==> src/rtl/insn_fetch_if.sv <==
// insn_fetch_if: signals shared by the fetch engine, retire, instruction memory and instruction buffer
// Ports (master = fetch engine side):
//   squash_in/squash_pc        redirect request and target from retire
//   ib_full                    instruction buffer back-pressure
//   imem_req_valid/addr/ready  request channel to instruction memory
//   imem_rsp_valid/data        in-order response channel from instruction memory
//   if_ib_packet               {valid, inst, pc, npc} = {[96], [95:64], [63:32], [31:0]}
interface insn_fetch_if;
    logic        squash_in;
    logic [31:0] squash_pc;
    logic        ib_full;
    logic        imem_req_valid;
    logic [31:0] imem_req_addr;
    logic        imem_req_ready;
    logic        imem_rsp_valid;
    logic [31:0] imem_rsp_data;
    logic [96:0] if_ib_packet;
    modport master (
        input  squash_in, squash_pc, ib_full, imem_req_ready, imem_rsp_valid, imem_rsp_data,
        output imem_req_valid, imem_req_addr, if_ib_packet
    );
    modport slave (
        output squash_in, squash_pc, ib_full, imem_req_ready, imem_rsp_valid, imem_rsp_data,
        input  imem_req_valid, imem_req_addr, if_ib_packet
    );
endinterface

==> src/rtl/insn_fetch.sv <==
// insn_fetch: sequential-PC fetch engine feeding the instruction buffer through a response queue
// Ports:
//   clock    system clock
//   reset_n  asynchronous active-low reset
//   bus      insn_fetch_if.master: squash, memory request/response, ib_full, if_ib_packet
module insn_fetch #(
    parameter int unsigned RQ_DEPTH = 4,
    parameter logic [31:0] RESET_PC = 32'h0
) (
    input logic          clock,
    input logic          reset_n,
    insn_fetch_if.master bus
);
    localparam int unsigned PW = $clog2(RQ_DEPTH);
    localparam int unsigned CW = PW + 1;
    logic [31:0]   fetch_pc_q, fetch_pc_d, rsp_pc_q, rsp_pc_d, sq_pc, head_pc;
    logic [CW-1:0] outst_q, outst_d, drop_q, drop_d, wr_ptr_q, wr_ptr_d, rd_ptr_q, rd_ptr_d, rq_count;
    logic [CW:0]   credit_used;
    logic [31:0]   inst_mem [RQ_DEPTH];
    logic [31:0]   pc_mem [RQ_DEPTH];
    logic          req_fire, drop_rsp, push, pop, empty, full, pkt_valid;

    assign sq_pc       = bus.squash_pc & ~32'h3;
    assign rq_count    = wr_ptr_q - rd_ptr_q;
    assign empty       = wr_ptr_q == rd_ptr_q;
    assign full        = (wr_ptr_q[PW-1:0] == rd_ptr_q[PW-1:0]) && (wr_ptr_q[PW] != rd_ptr_q[PW]);
    // Credits cover every request in flight (stale ones included) plus queued words,
    // so a push can never find the queue full.
    assign credit_used = {1'b0, outst_q} + {1'b0, rq_count};
    assign bus.imem_req_valid = reset_n && !bus.squash_in && (credit_used < (CW+1)'(RQ_DEPTH));
    assign bus.imem_req_addr  = fetch_pc_q;
    assign req_fire    = bus.imem_req_valid && bus.imem_req_ready;
    assign drop_rsp    = bus.imem_rsp_valid && (drop_q != '0);
    assign push        = bus.imem_rsp_valid && !drop_rsp && !bus.squash_in;
    assign pkt_valid   = !empty && !bus.squash_in;
    assign pop         = pkt_valid && !bus.ib_full;
    assign head_pc     = pc_mem[rd_ptr_q[PW-1:0]];
    assign bus.if_ib_packet = pkt_valid ? {1'b1, inst_mem[rd_ptr_q[PW-1:0]], head_pc, head_pc + 32'd4} : '0;

    always_comb begin
        fetch_pc_d = bus.squash_in ? sq_pc : fetch_pc_q + (req_fire ? 32'd4 : 32'd0);
        rsp_pc_d   = bus.squash_in ? sq_pc : rsp_pc_q + (push ? 32'd4 : 32'd0);
        outst_d    = outst_q + CW'(req_fire) - CW'(bus.imem_rsp_valid);
        // On squash every request still in flight becomes stale; a response arriving
        // in the squash cycle is itself discarded, hence the minus one.
        drop_d     = bus.squash_in ? outst_q - CW'(bus.imem_rsp_valid) : drop_q - CW'(drop_rsp);
        wr_ptr_d   = bus.squash_in ? '0 : wr_ptr_q + CW'(push);
        rd_ptr_d   = bus.squash_in ? '0 : rd_ptr_q + CW'(pop);
    end

    always_ff @(posedge clock or negedge reset_n) begin
        if (!reset_n) begin
            fetch_pc_q <= RESET_PC;
            rsp_pc_q   <= RESET_PC;
            outst_q    <= '0;
            drop_q     <= '0;
            wr_ptr_q   <= '0;
            rd_ptr_q   <= '0;
        end else begin
            fetch_pc_q <= fetch_pc_d;
            rsp_pc_q   <= rsp_pc_d;
            outst_q    <= outst_d;
            drop_q     <= drop_d;
            wr_ptr_q   <= wr_ptr_d;
            rd_ptr_q   <= rd_ptr_d;
        end
    end

    always_ff @(posedge clock) begin
        if (push) begin
            inst_mem[wr_ptr_q[PW-1:0]] <= bus.imem_rsp_data;
            pc_mem[wr_ptr_q[PW-1:0]]   <= rsp_pc_q;
        end
    end

    a_no_overflow: assert property (@(posedge clock) disable iff (!reset_n) !(push && full))
        else $fatal(1, "insn_fetch: response queue overflow");
endmodule

==> src/flat_wrapper.sv <==
// flat-port wrapper written by rule: the top's interface ports become plain ports
module insn_fetch_flat 
#(
    parameter int unsigned RQ_DEPTH = 4,
    parameter logic [31:0] RESET_PC = 32'h0
)
  (clock, reset_n, bus_squash_in, bus_squash_pc, bus_ib_full, bus_imem_req_ready, bus_imem_rsp_valid, bus_imem_rsp_data, bus_imem_req_valid, bus_imem_req_addr, bus_if_ib_packet);
  insn_fetch_if bus_i ();
  input logic clock;
  input logic reset_n;
  input wire logic [$bits(bus_i.squash_in)-1:0] bus_squash_in;
  input wire logic [$bits(bus_i.squash_pc)-1:0] bus_squash_pc;
  input wire logic [$bits(bus_i.ib_full)-1:0] bus_ib_full;
  input wire logic [$bits(bus_i.imem_req_ready)-1:0] bus_imem_req_ready;
  input wire logic [$bits(bus_i.imem_rsp_valid)-1:0] bus_imem_rsp_valid;
  input wire logic [$bits(bus_i.imem_rsp_data)-1:0] bus_imem_rsp_data;
  output wire logic [$bits(bus_i.imem_req_valid)-1:0] bus_imem_req_valid;
  output wire logic [$bits(bus_i.imem_req_addr)-1:0] bus_imem_req_addr;
  output wire logic [$bits(bus_i.if_ib_packet)-1:0] bus_if_ib_packet;
  assign bus_i.squash_in = bus_squash_in;
  assign bus_i.squash_pc = bus_squash_pc;
  assign bus_i.ib_full = bus_ib_full;
  assign bus_i.imem_req_ready = bus_imem_req_ready;
  assign bus_i.imem_rsp_valid = bus_imem_rsp_valid;
  assign bus_i.imem_rsp_data = bus_imem_rsp_data;
  assign bus_imem_req_valid = bus_i.imem_req_valid;
  assign bus_imem_req_addr = bus_i.imem_req_addr;
  assign bus_if_ib_packet = bus_i.if_ib_packet;
  insn_fetch #(.RQ_DEPTH(RQ_DEPTH), .RESET_PC(RESET_PC)) u_core (.clock(clock), .reset_n(reset_n), .bus(bus_i));
endmodule
==> config.mk <==
export PLATFORM = sky130hd
export DESIGN_NAME = insn_fetch_flat
export DESIGN_NICKNAME = d
export VERILOG_FILES = /design/src/rtl/insn_fetch_if.sv /design/src/rtl/insn_fetch.sv /design/src/flat_wrapper.sv
export SDC_FILE = /design/constraint.sdc
export NUM_CORES = 1
export LEC_CHECK = 0
export CAP_MARGIN = 30
export CORE_ASPECT_RATIO = 1.5
export CORE_MARGIN = 4
export CORE_UTILIZATION = 40
export CTS_BUF_LIST = sky130_fd_sc_hd__clkbuf_16
export DETAILED_ROUTE_END_ITERATION = 10
export GPL_ROUTABILITY_DRIVEN = 0
export PLACE_DENSITY = 0.68
export SLEW_MARGIN = 10
export SYNTH_ARGS = -nofsm -noshare
export SYNTH_HDL_FRONTEND = slang
export SYNTH_SLANG_ARGS = --single-unit
==> constraint.sdc <==
create_clock -name clock -period 6.43 [get_ports clock]
set_clock_uncertainty 0.2 [all_clocks]
set_input_delay 1.6075 -clock clock [delete_from_list [all_inputs] [get_ports clock]]
set_output_delay 1.6075 -clock clock [all_outputs]
set_load 0.02 [all_outputs]
==> results of run 1 <==
==> state kept, by name, summed over array words and instances, names as in the netlist <==
register and cells:
u_core.inst_mem 128, u_core.pc_mem 120, u_core.bus.imem_req_addr 30, u_core.rsp_pc_q 30
u_core.drop_q 3, u_core.outst_q 3, u_core.rd_ptr_q 3, u_core.wr_ptr_q 3
==> cells in the final DEF (no fill, tap or decap), types with 27 or more instances in the layout <==
cell             Yosys  final
clkdlybuf4s50_1      0    189
xnor2_1             39     39
nand2_1             32     32
edfxtp_1           248    248
mux4_2              56     56
xor2_1              29     29
and2_1              67     67
clkbuf_16            0     31
nor2_1              49     49
dfrtp_1             72     70
mux2_2              42     42
inv_1               33     35
nor3_1              29     27
==> synthesized netlist by cell type, types with 3 or more instances <==
cell type	n	area share [%]
mux4_1	6	1.1
mux4_2	56	8.9
nand2_1	32	0.85
mux2i_1	3	0.21
a31oi_1	6	0.26
nor3_1	29	1.0
or3_1	8	0.35
a21oi_1	20	0.71
o21a_1	4	0.21
and4_1	9	0.56
buf_2	7	0.25
nor2b_1	6	0.26
xor2_1	29	1.8
nor4_1	8	0.35
nand3_1	22	0.78
o21ai_0	14	0.49
dfrtp_1	72	13
buf_4	10	0.53
ha_1	19	1.7
edfxtp_1	248	52
and2_1	67	3.0
mux2_2	42	3.3
buf_6	3	0.24
nor3b_1	3	0.16
inv_1	33	0.87
buf_1	3	0.079
xnor2_1	39	2.4
nand4_1	14	0.62
clkbuf_1	22	0.58
nor2_1	49	1.3
and3_1	12	0.53
==> layer usage <==
metal	up-vias	track usage [%]
met2	205	29.1
met3	44	2.16
met5	-	0
met1	4078	19.1
met4	0	4.62
li1	3833	-
==> worst max-delay path, delay by kind of cell, from the launching register on <==
| family | cells | cell delay (ns) |
|---|---|---|
| and+or+nand+nor | 3 | 1.12 |
| buffers and inverters | 1 | 0.54 |
| muxes | 2 | 0.96 |
| adders and majority gates | 1 | 0.30 |
| DFF | 1 | 0.67 |
==> final cells by class <==
| cell class | instances | area (um2) | share of cell area (%) |
|---|---|---|---|
| clock buffers | 31 | 776 | 4.37 |
| clock inverters | 24 | 259 | 1.46 |
| inverters | 33 | 124 | 0.698 |
| multi-input cells | 520 | 4590 | 25.9 |
| flip-flops and latches | 320 | 9250 | 52.2 |
| well taps | 473 | 592 | 3.34 |
| repair buffers | 210 | 2140 | 12.1 |
==> logic make-up (layout without fill, tap and decap cells) <==
family | Yosys count | after routing | synth area share, %
and+or+nand+nor | 267 | 267 | 10.3
AOI/OAI and AO/OA | 50 | 50 | 2.03
other | 1 | 6 | 0.0264
muxes | 108 | 108 | 13.6
xor gates and xnor gates | 68 | 68 | 4.20
DFF | 320 | 320 | 65.2
adders and majority gates | 21 | 21 | 1.96
buffers and inverters | 80 | 298 | 2.72
==> path summary, 6_finish.rpt <==
kind | start | end | slack [ns]
hold / removal | u_core.rsp_pc_q[2]$_DFF_PN0_ | u_core.pc_mem[0][2]$_DFFE_PP_ | 0.34
setup / recovery | u_core.rd_ptr_q[0]$_DFF_PN0_ | bus_if_ib_packet[28] | 0.47
hold reg to reg | u_core.rsp_pc_q[2]$_DFF_PN0_ | u_core.pc_mem[0][2]$_DFFE_PP_ | 0.34
min in group asynchronous | reset_n | u_core.outst_q[0]$_DFF_PN0_ | 0.78
setup reg to reg | u_core.rd_ptr_q[0]$_DFF_PN0_ | u_core.bus.imem_req_addr[30]$_DFF_PN0_ | 1.27
max in group asynchronous | reset_n | u_core.rsp_pc_q[31]$_DFF_PN0_ | 4.69
==> report_power, final <==
part           switching (W)  internal [W]
combinational       0.000319      0.000300
clock               0.000758       0.00108
sequential         0.0000849       0.00235
total                0.00116       0.00372
==> through the flow <==
| step | utilization [%] | hold slack, ns | setup WS [ns] |
|---|---|---|---|
| 2_1_floorplan | - | 0.282 | -0.661 |
| 6_report | 50.5 | 0.339 | 0.471 |
| 3_3_place_gp | 47.5 | 0.311 | 0.571 |
| 5_1_grt | 50.5 | 0.376 | 0.271 |
| 4_1_cts | 50.5 | 0.349 | 0.375 |
| 3_5_place_dp | 47.5 | 0.334 | 0.552 |
==> results_dict.tcl, run 1 <==
set metrics [dict create \
    route.detailed.drc 0 \
    cts_setup_buffers 0 \
    clock_latency_ns 0.56 \
    max_freq_ghz 0.168 \
    grt_pass1_vias 8450 \
    place_inst 1555 \
    peakVddDrop_mv 0.152 \
    clkTransAtPathRegs_ns 0.06 \
    report.final.setup_viol 0 \
    antenna_left 0 \
    grt_pass1_wl_um 47500 \
    final_cell_area_um2 17700 \
    drive_above_1_share_pct 15.7 \
    cts_tree "yes" \
    critical-path-max-stage-delay_ns 0.67 \
    wl_per_cell_um 19.0 \
    period_share_pct 92.7 \
    relSlewSlack_pct 49.7 \
    hp-class "flop to flop" \
    wl_um 30700 \
    dr_wl_met2_um 16200 \
    top_layer_used "met4" \
    syn_inst 915 \
    num_antenna_cells 0 \
    via_per_inst 5.07 \
    cp.required_ns 4.62 \
    end_kind "output pin" \
    dominantRegCellSynth "edfxtp_1" \
    core_um2 35100 \
    syn_avg_cell_area_um2 15.5 \
    grtUsageTotal_pct 15.7 \
    cp.arrival_ns 4.15 \
    num_rows 84 \
    p_total_w 0.00489 \
    dpl_cell_area_um2 16700 \
    antenna_found_initial 0 \
    synth_area_um2 14200 \
    tightest_slew_ns 0.754 \
    die-area_um2 38600 \
    worst_r2r_path_depth 15 \
    start_util_pct 40.4 \
    drt_iter0_markers 464 \
    fin_setup_tns_ns 0 \
    hpwl_um 20600 \
    status "complete, no violations" \
    seq_area_frac_synth_pct 65.2 \
    final_net_count 1207 \
    die-width_um 162 \
    leakage_nw 6.07 \
    rsz0062_at_grt "false" \
    async_reset_ff_share_pct 22.5 \
    synth.distinct_cells 47 \
    synth_edf_count 248 \
    grt_max_degree 73 \
    cts_resized 0 \
    wl_met1_um 12200 \
    cap_viol_max_count 0 \
    critPathKind "flop to output pin" \
    dr.pass1.iters 4 \
    synth_seq_cells 320 \
    numCtsBuffers 31 \
    cts_buffer_depth 3 \
    p_per_area_nw_per_um2 275 \
    startpoint_type "flop" \
    clock_sinks 320 \
    hold_path_depth 0 \
    grt-ovfl-total 0 \
    layout.cells.non_filler 1611 \
    drv_slew 0 \
    n_fill_cell 3009 \
    hold_viol 0 \
    wl_met3_um 1470 \
    ios 200 \
    io_buffers 191 \
    slowest_stage "dfrtp_4" \
    min_period_ns 5.96 \
    crit_chain "mux4_1, ha_1, nand2_1, or3_1, nor4_1, mux2_2, clkdlybuf4s50_1" \
    cts_root_buf "clkbuf_16" \
    dr_total_vias 8160 \
    htreeDepth 1 \
    area_delta_synth_final_pct 25.0 \
    ys_warn_count 0 \
    die_y_um 239 \
    critPathMaxFanout 26 \
    cts_hold_buf 0 \
]
(Power assumes the default switching activity.)
==> inputs of run 2 (changes only) <==
- CORE_ASPECT_RATIO: 1.5 -> 0.75
==> run 2 against run 1 <==
  * Die area about the same
  * Non-clock buffer count increased by 1
  * Worst setup slack got worse by 0.035 ns
  * Via count increased by 2.7%
  * Largest power group unchanged
==> results_dict.tcl, run 2 (same netlist as run 1, synthesis figures left out) <==
set metrics [dict create \
    status "complete, no violations" \
    cts_setup_buffers 0 \
    drt_iter0_markers 634 \
    dr.pass1.iters 4 \
    via_per_inst 5.23 \
    fin_setup_tns_ns 0 \
    worst_r2r_path_depth 14 \
    end_kind "output pin" \
    layout.cells.non_filler 1603 \
    num_rows 59 \
    whs_ns 0.358 \
    crit_end "bus_if_ib_packet[31]" \
    htreeDepth 2 \
    antenna_found_initial 0 \
    place_inst 1539 \
    tightest_slew_ns 0.779 \
    crit_start "u_core.rd_ptr_q[0]$_DFF_PN0_" \
    antenna_left 0 \
    critical-path-max-stage-delay_ns 0.68 \
    io_buffers 191 \
    critPathMaxFanout 25 \
    relSlewSlack_pct 48.1 \
    slowest_stage "dfrtp_4" \
    cap_viol_max_count 0 \
    drive_above_1_share_pct 16.0 \
    wl_um 32400 \
    drv_slew 0 \
    num_antenna_cells 0 \
    grt_pass1_wl_um 50300 \
    multi_input_area_um2 4600 \
    min_period_ns 5.99 \
    grt-ovfl-total 0 \
    wl_per_cell_um 20.2 \
    peakVddDrop_mv 0.192 \
    cts_tree "yes" \
    report.final.setup_viol 0 \
    cp.arrival_ns 4.19 \
    final_cell_area_um2 17800 \
    cts_resized 0 \
    rsz0062_at_grt "false" \
    die-area_um2 38600 \
    grt_pass1_vias 8566 \
    cts_root_buf "clkbuf_16" \
    core_um2 34800 \
    dr_total_vias 8383 \
    leakage_nw 6.14 \
    p_per_area_nw_per_um2 279 \
    critPathKind "flop to output pin" \
    route.detailed.drc 0 \
    numCtsBuffers 34 \
    rr_endpoint "u_core.bus.imem_req_addr[30]$_DFF_PN0_" \
    start_util_pct 40.7 \
    layout_commonest_cell "edfxtp_1" \
    period_share_pct 93.2 \
    startpoint_type "flop" \
    cts_buffer_depth 3 \
    reg2reg_slack_ns 1.10 \
    cp.required_ns 4.62 \
    clock_latency_ns 0.51 \
    dpl_cell_area_um2 16600 \
    ios 200 \
    grt_max_degree 73 \
    area_delta_synth_final_pct 25.3 \
    crit_chain "mux4_1, nand4_2, or3_1, nor3_1, mux2_2, clkdlybuf4s50_1" \
    grtUsageTotal_pct 16.8 \
    final_net_count 1211 \
    die_y_um 171 \
    clock_sinks 320 \
    cts_hold_buf 0 \
    hpwl_um 21800 \
    finalCoreUtilization_pct 51.0 \
    clkTransAtPathRegs_ns 0.06 \
    n_fill_cell 2995 \
    largest_reg_flops 128 \
    hp-class "flop to flop" \
    seqCellArea_um2 9250 \
    hold_viol 0 \
    die-width_um 226 \
    max_freq_ghz 0.167 \
    reg2reg_from "u_core.rd_ptr_q[1]$_DFF_PN0_" \
    layout_common_cells "edfxtp_1, clkdlybuf4s50_1, dfrtp_1" \
]
[run 2: cell count changes in the layout (fill, tap and decap cells not counted), sizes merged]
cell / before / now
buf: 21 / 23
bufinv: 5 / 2
clkbuf: 31 / 37
clkdlybuf4s50: 189 / 188
clkinv: 10 / 14
clkinvlp: 3 / 0
inv: 39 / 42
[run 2: layout make-up]
| class | count | share of cell area (%) |
|---|---|---|
| clock inverter | 25 | 0.908 |
| inverter | 33 | 0.697 |
| timing repair buffer | 211 | 12.1 |
| clock buffer | 37 | 5.21 |
| multi-input combinational | 520 | 25.9 |
| sequential | 320 | 52.0 |
| tap | 457 | 3.22 |
[run 2: report_power, final]
group          internal, W  switching (W)  total (W)  leakage (nW)
registers          0.00235      0.0000925    0.00244          3.07
clock network      0.00112       0.000785    0.00190         0.572
logic             0.000301       0.000321   0.000622          2.49
total              0.00376        0.00120    0.00496          6.14
[run 2: through the flow]
stage / total power [W] / setup slack [ns]
4_1_cts: 0.00502 / 0.363
3_5_place_dp: 0.00311 / 0.770
3_3_place_gp: 0.00309 / 0.772
6_report: 0.00496 / 0.436
5_1_grt: 0.00518 / 0.225
2_1_floorplan: 0.00283 / -0.661
[run 2: how the worst min path moves through the flow]
stage | slack (ns) | depth (start not counted) | start | to
floorplan | 0.28 | 0 | u_core.rsp_pc_q[2]$_DFF_PN0_ | u_core.pc_mem[0][2]$_DFFE_PP_
finish | 0.36 | 0 | u_core.rsp_pc_q[2]$_DFF_PN0_ | u_core.pc_mem[3][2]$_DFFE_PP_
global placement | 0.32 | 0 | u_core.rsp_pc_q[31]$_DFF_PN0_ | u_core.pc_mem[0][31]$_DFFE_PP_
detailed placement | 0.34 | 0 | u_core.rsp_pc_q[2]$_DFF_PN0_ | u_core.pc_mem[3][2]$_DFFE_PP_
CTS | 0.36 | 0 | u_core.rsp_pc_q[31]$_DFF_PN0_ | u_core.pc_mem[0][31]$_DFFE_PP_
global route | 0.38 | 0 | u_core.rsp_pc_q[2]$_DFF_PN0_ | u_core.pc_mem[0][2]$_DFFE_PP_
[run 2: worst max-delay path, delay by kind of cell, from the launching register on]
| kind | cells | cell delay (ns) |
|---|---|---|
| simple gates | 3 | 1.40 |
| mux | 2 | 0.99 |
| flops | 1 | 0.68 |
| buf+inv | 1 | 0.57 |
[run 2: metal layers]
layer | wire (um) | vias up | global-route usage, %
li1 | - | 3848 | -
met1 | 14200 | 4270 | 23.4
met2 | 15900 | 219 | 27.7
met3 | 1720 | 46 | 3.00
met4 | 626 | 0 | 4.50
met5 | 0 | - | 0
==> inputs of run 3 (changes only) <==
- GPL_TIMING_DRIVEN: unset -> 0
==> run 3 against run 2 <==
  * Fmax decreased by 3.9%
  * Design area increased by 1.6%
  * Routed wire length increased by 6.6%
  * Clock power increased by 5%
  * Largest cell class unchanged
==> results_dict.tcl, run 3 (same netlist as run 1, synthesis figures left out) <==
set metrics [dict create \
    n_fill_cell 2930 \
    leakage_nw 6.30 \
    final_net_count 1255 \
    die_y_um 171 \
    wl_per_cell_um 21.0 \
    hp-class "flop to flop" \
    layout_commonest_cell "edfxtp_1" \
    grt-ovfl-total 0 \
    grt_pass1_vias 8690 \
    cts_root_buf "clkbuf_16" \
    hold_viol 0 \
    fin_ws_ns 0.194 \
    drv_slew 0 \
    antenna_found_initial 1 \
    cts_buffer_depth 3 \
    cap_viol_max_count 0 \
    hpwl_um 25000 \
    clkTransAtPathRegs_ns 0.07 \
    fin_setup_tns_ns 0 \
    layout_common_cells "edfxtp_1, clkdlybuf4s50_1, dfrtp_1" \
    route.detailed.drc 0 \
    critPathKind "flop to output pin" \
    drive_above_1_share_pct 17.2 \
    io_buffers 191 \
    cp.arrival_ns 4.43 \
    numCtsBuffers 35 \
    via_per_inst 5.22 \
    tightest_slew_ns 0.896 \
    grtUsageTotal_pct 17.7 \
    dr_total_vias 8610 \
    critPathTopFamily "buffers and inverters" \
    ios 200 \
    critPathMaxFanout 28 \
    startpoint_type "flop" \
    largest_reg_flops 128 \
    crit_chain "buf_4, buf_4, buf_8, inv_1, fa_1, xor2_1, ha_1, or4b_2, a311oi_1, clkdlybuf4s50_1" \
    max_freq_ghz 0.160 \
    relSlewSlack_pct 39.4 \
    grt_pass1_wl_um 52300 \
    report.final.setup_viol 0 \
    wl_um 34600 \
    grt_max_degree 60 \
    die-area_um2 38600 \
    end_kind "output pin" \
    start_util_pct 40.7 \
    min_period_ns 6.24 \
    cts_setup_buffers 0 \
    die-width_um 226 \
    area_delta_synth_final_pct 27.2 \
    period_share_pct 97.0 \
    dp_slack_ns -0.811 \
    critical-path-max-stage-delay_ns 0.68 \
    clock_sinks 320 \
    drt_iter0_markers 754 \
    whs_ns 0.354 \
    dr.pass1.iters 5 \
    peakVddDrop_mv 0.149 \
    htreeDepth 2 \
    p_per_area_nw_per_um2 281 \
    cts_tree "yes" \
    slowest_stage "clkdlybuf4s50_1" \
    clock_latency_ns 0.52 \
    cp.required_ns 4.62 \
    rsz0062_at_grt "false" \
    crit_top_cell "buf_4" \
    antenna_left 0 \
    crit_buf_inv 5 \
    reg2reg_slack_ns 0.46 \
    num_rows 59 \
    core_um2 34800 \
    status "complete, no violations" \
]
run 3: cell types whose count changed in the layout (fill, tap and decap cells not counted), moves of 3 or more:
cell | previous run | this run
clkinv_2 | 8 | 5
buf_6 | 0 | 5
clkbuf_1 | 0 | 18
buf_4 | 17 | 23
buf_2 | 0 | 6
clkbuf_2 | 0 | 6
run 3: power breakdown:
group	switching [W]	total (W)	internal, W
combinational	0.000337	0.000647	0.000309
sequential	0.0000886	0.00243	0.00235
clock	0.000808	0.00199	0.00118
run 3: path summary, 6_finish.rpt:
path | from | endpoint | cells after the start
min in group asynchronous | reset_n | u_core.outst_q[0]$_DFF_PN0_ | 1
worst min-delay path | u_core.rsp_pc_q[2]$_DFF_PN0_ | u_core.pc_mem[3][2]$_DFFE_PP_ | 0
worst max register to register | u_core.rd_ptr_q[1]$_DFF_PN0_ | u_core.bus.imem_req_addr[30]$_DFF_PN0_ | 17
worst max-delay path | u_core.rd_ptr_q[1]$_DFF_PN0_ | bus_imem_req_valid | 10
max in group asynchronous | reset_n | u_core.rsp_pc_q[21]$_DFF_PN0_ | 2
worst min register to register | u_core.rsp_pc_q[2]$_DFF_PN0_ | u_core.pc_mem[3][2]$_DFFE_PP_ | 0
run 3: metal layers:
metal  up-vias  global-route usage, %  part of all wire [%]
li1       3937                      -                     -
met2       242                   28.4                    48
met3        46                   3.64                   5.8
met5         -                      0                     0
met1      4385                   24.8                    44
met4         0                   4.87                   2.2
run 3: layout make-up:
cell class / instances / area (um2) / share of cell area (%)
multi-input cells: 520 / 4600 / 25.5
clock buffers: 36 / 901 / 4.99
clock inverters: 27 / 248 / 1.37
inverters: 33 / 124 / 0.686
plain buffers: 45 / 272 / 1.50
flip-flops and latches: 320 / 9250 / 51.2
well taps: 457 / 572 / 3.17
repair buffers: 209 / 2100 / 11.6
diodes: 1 / 2.50 / 0.0139
run 3: repair_timing:
item,4_1_cts,5_1_grt
resized for setup,4,7
gates cloned,0,0
hold buffers,0,0
endpoints found under the setup margin,109,51
run 3: per-stage QoR:
step           instance area, um2  cells  utilization, %  total power (W)
5_1_grt                     18100   1647            51.8          0.00529
2_1_floorplan               14200    920               -          0.00283
3_5_place_dp                16900   1586            48.5          0.00313
3_3_place_gp                16700   1568            47.9          0.00311
4_1_cts                     18000   1647            51.8          0.00513
6_report                    18100   1648            51.8          0.00507
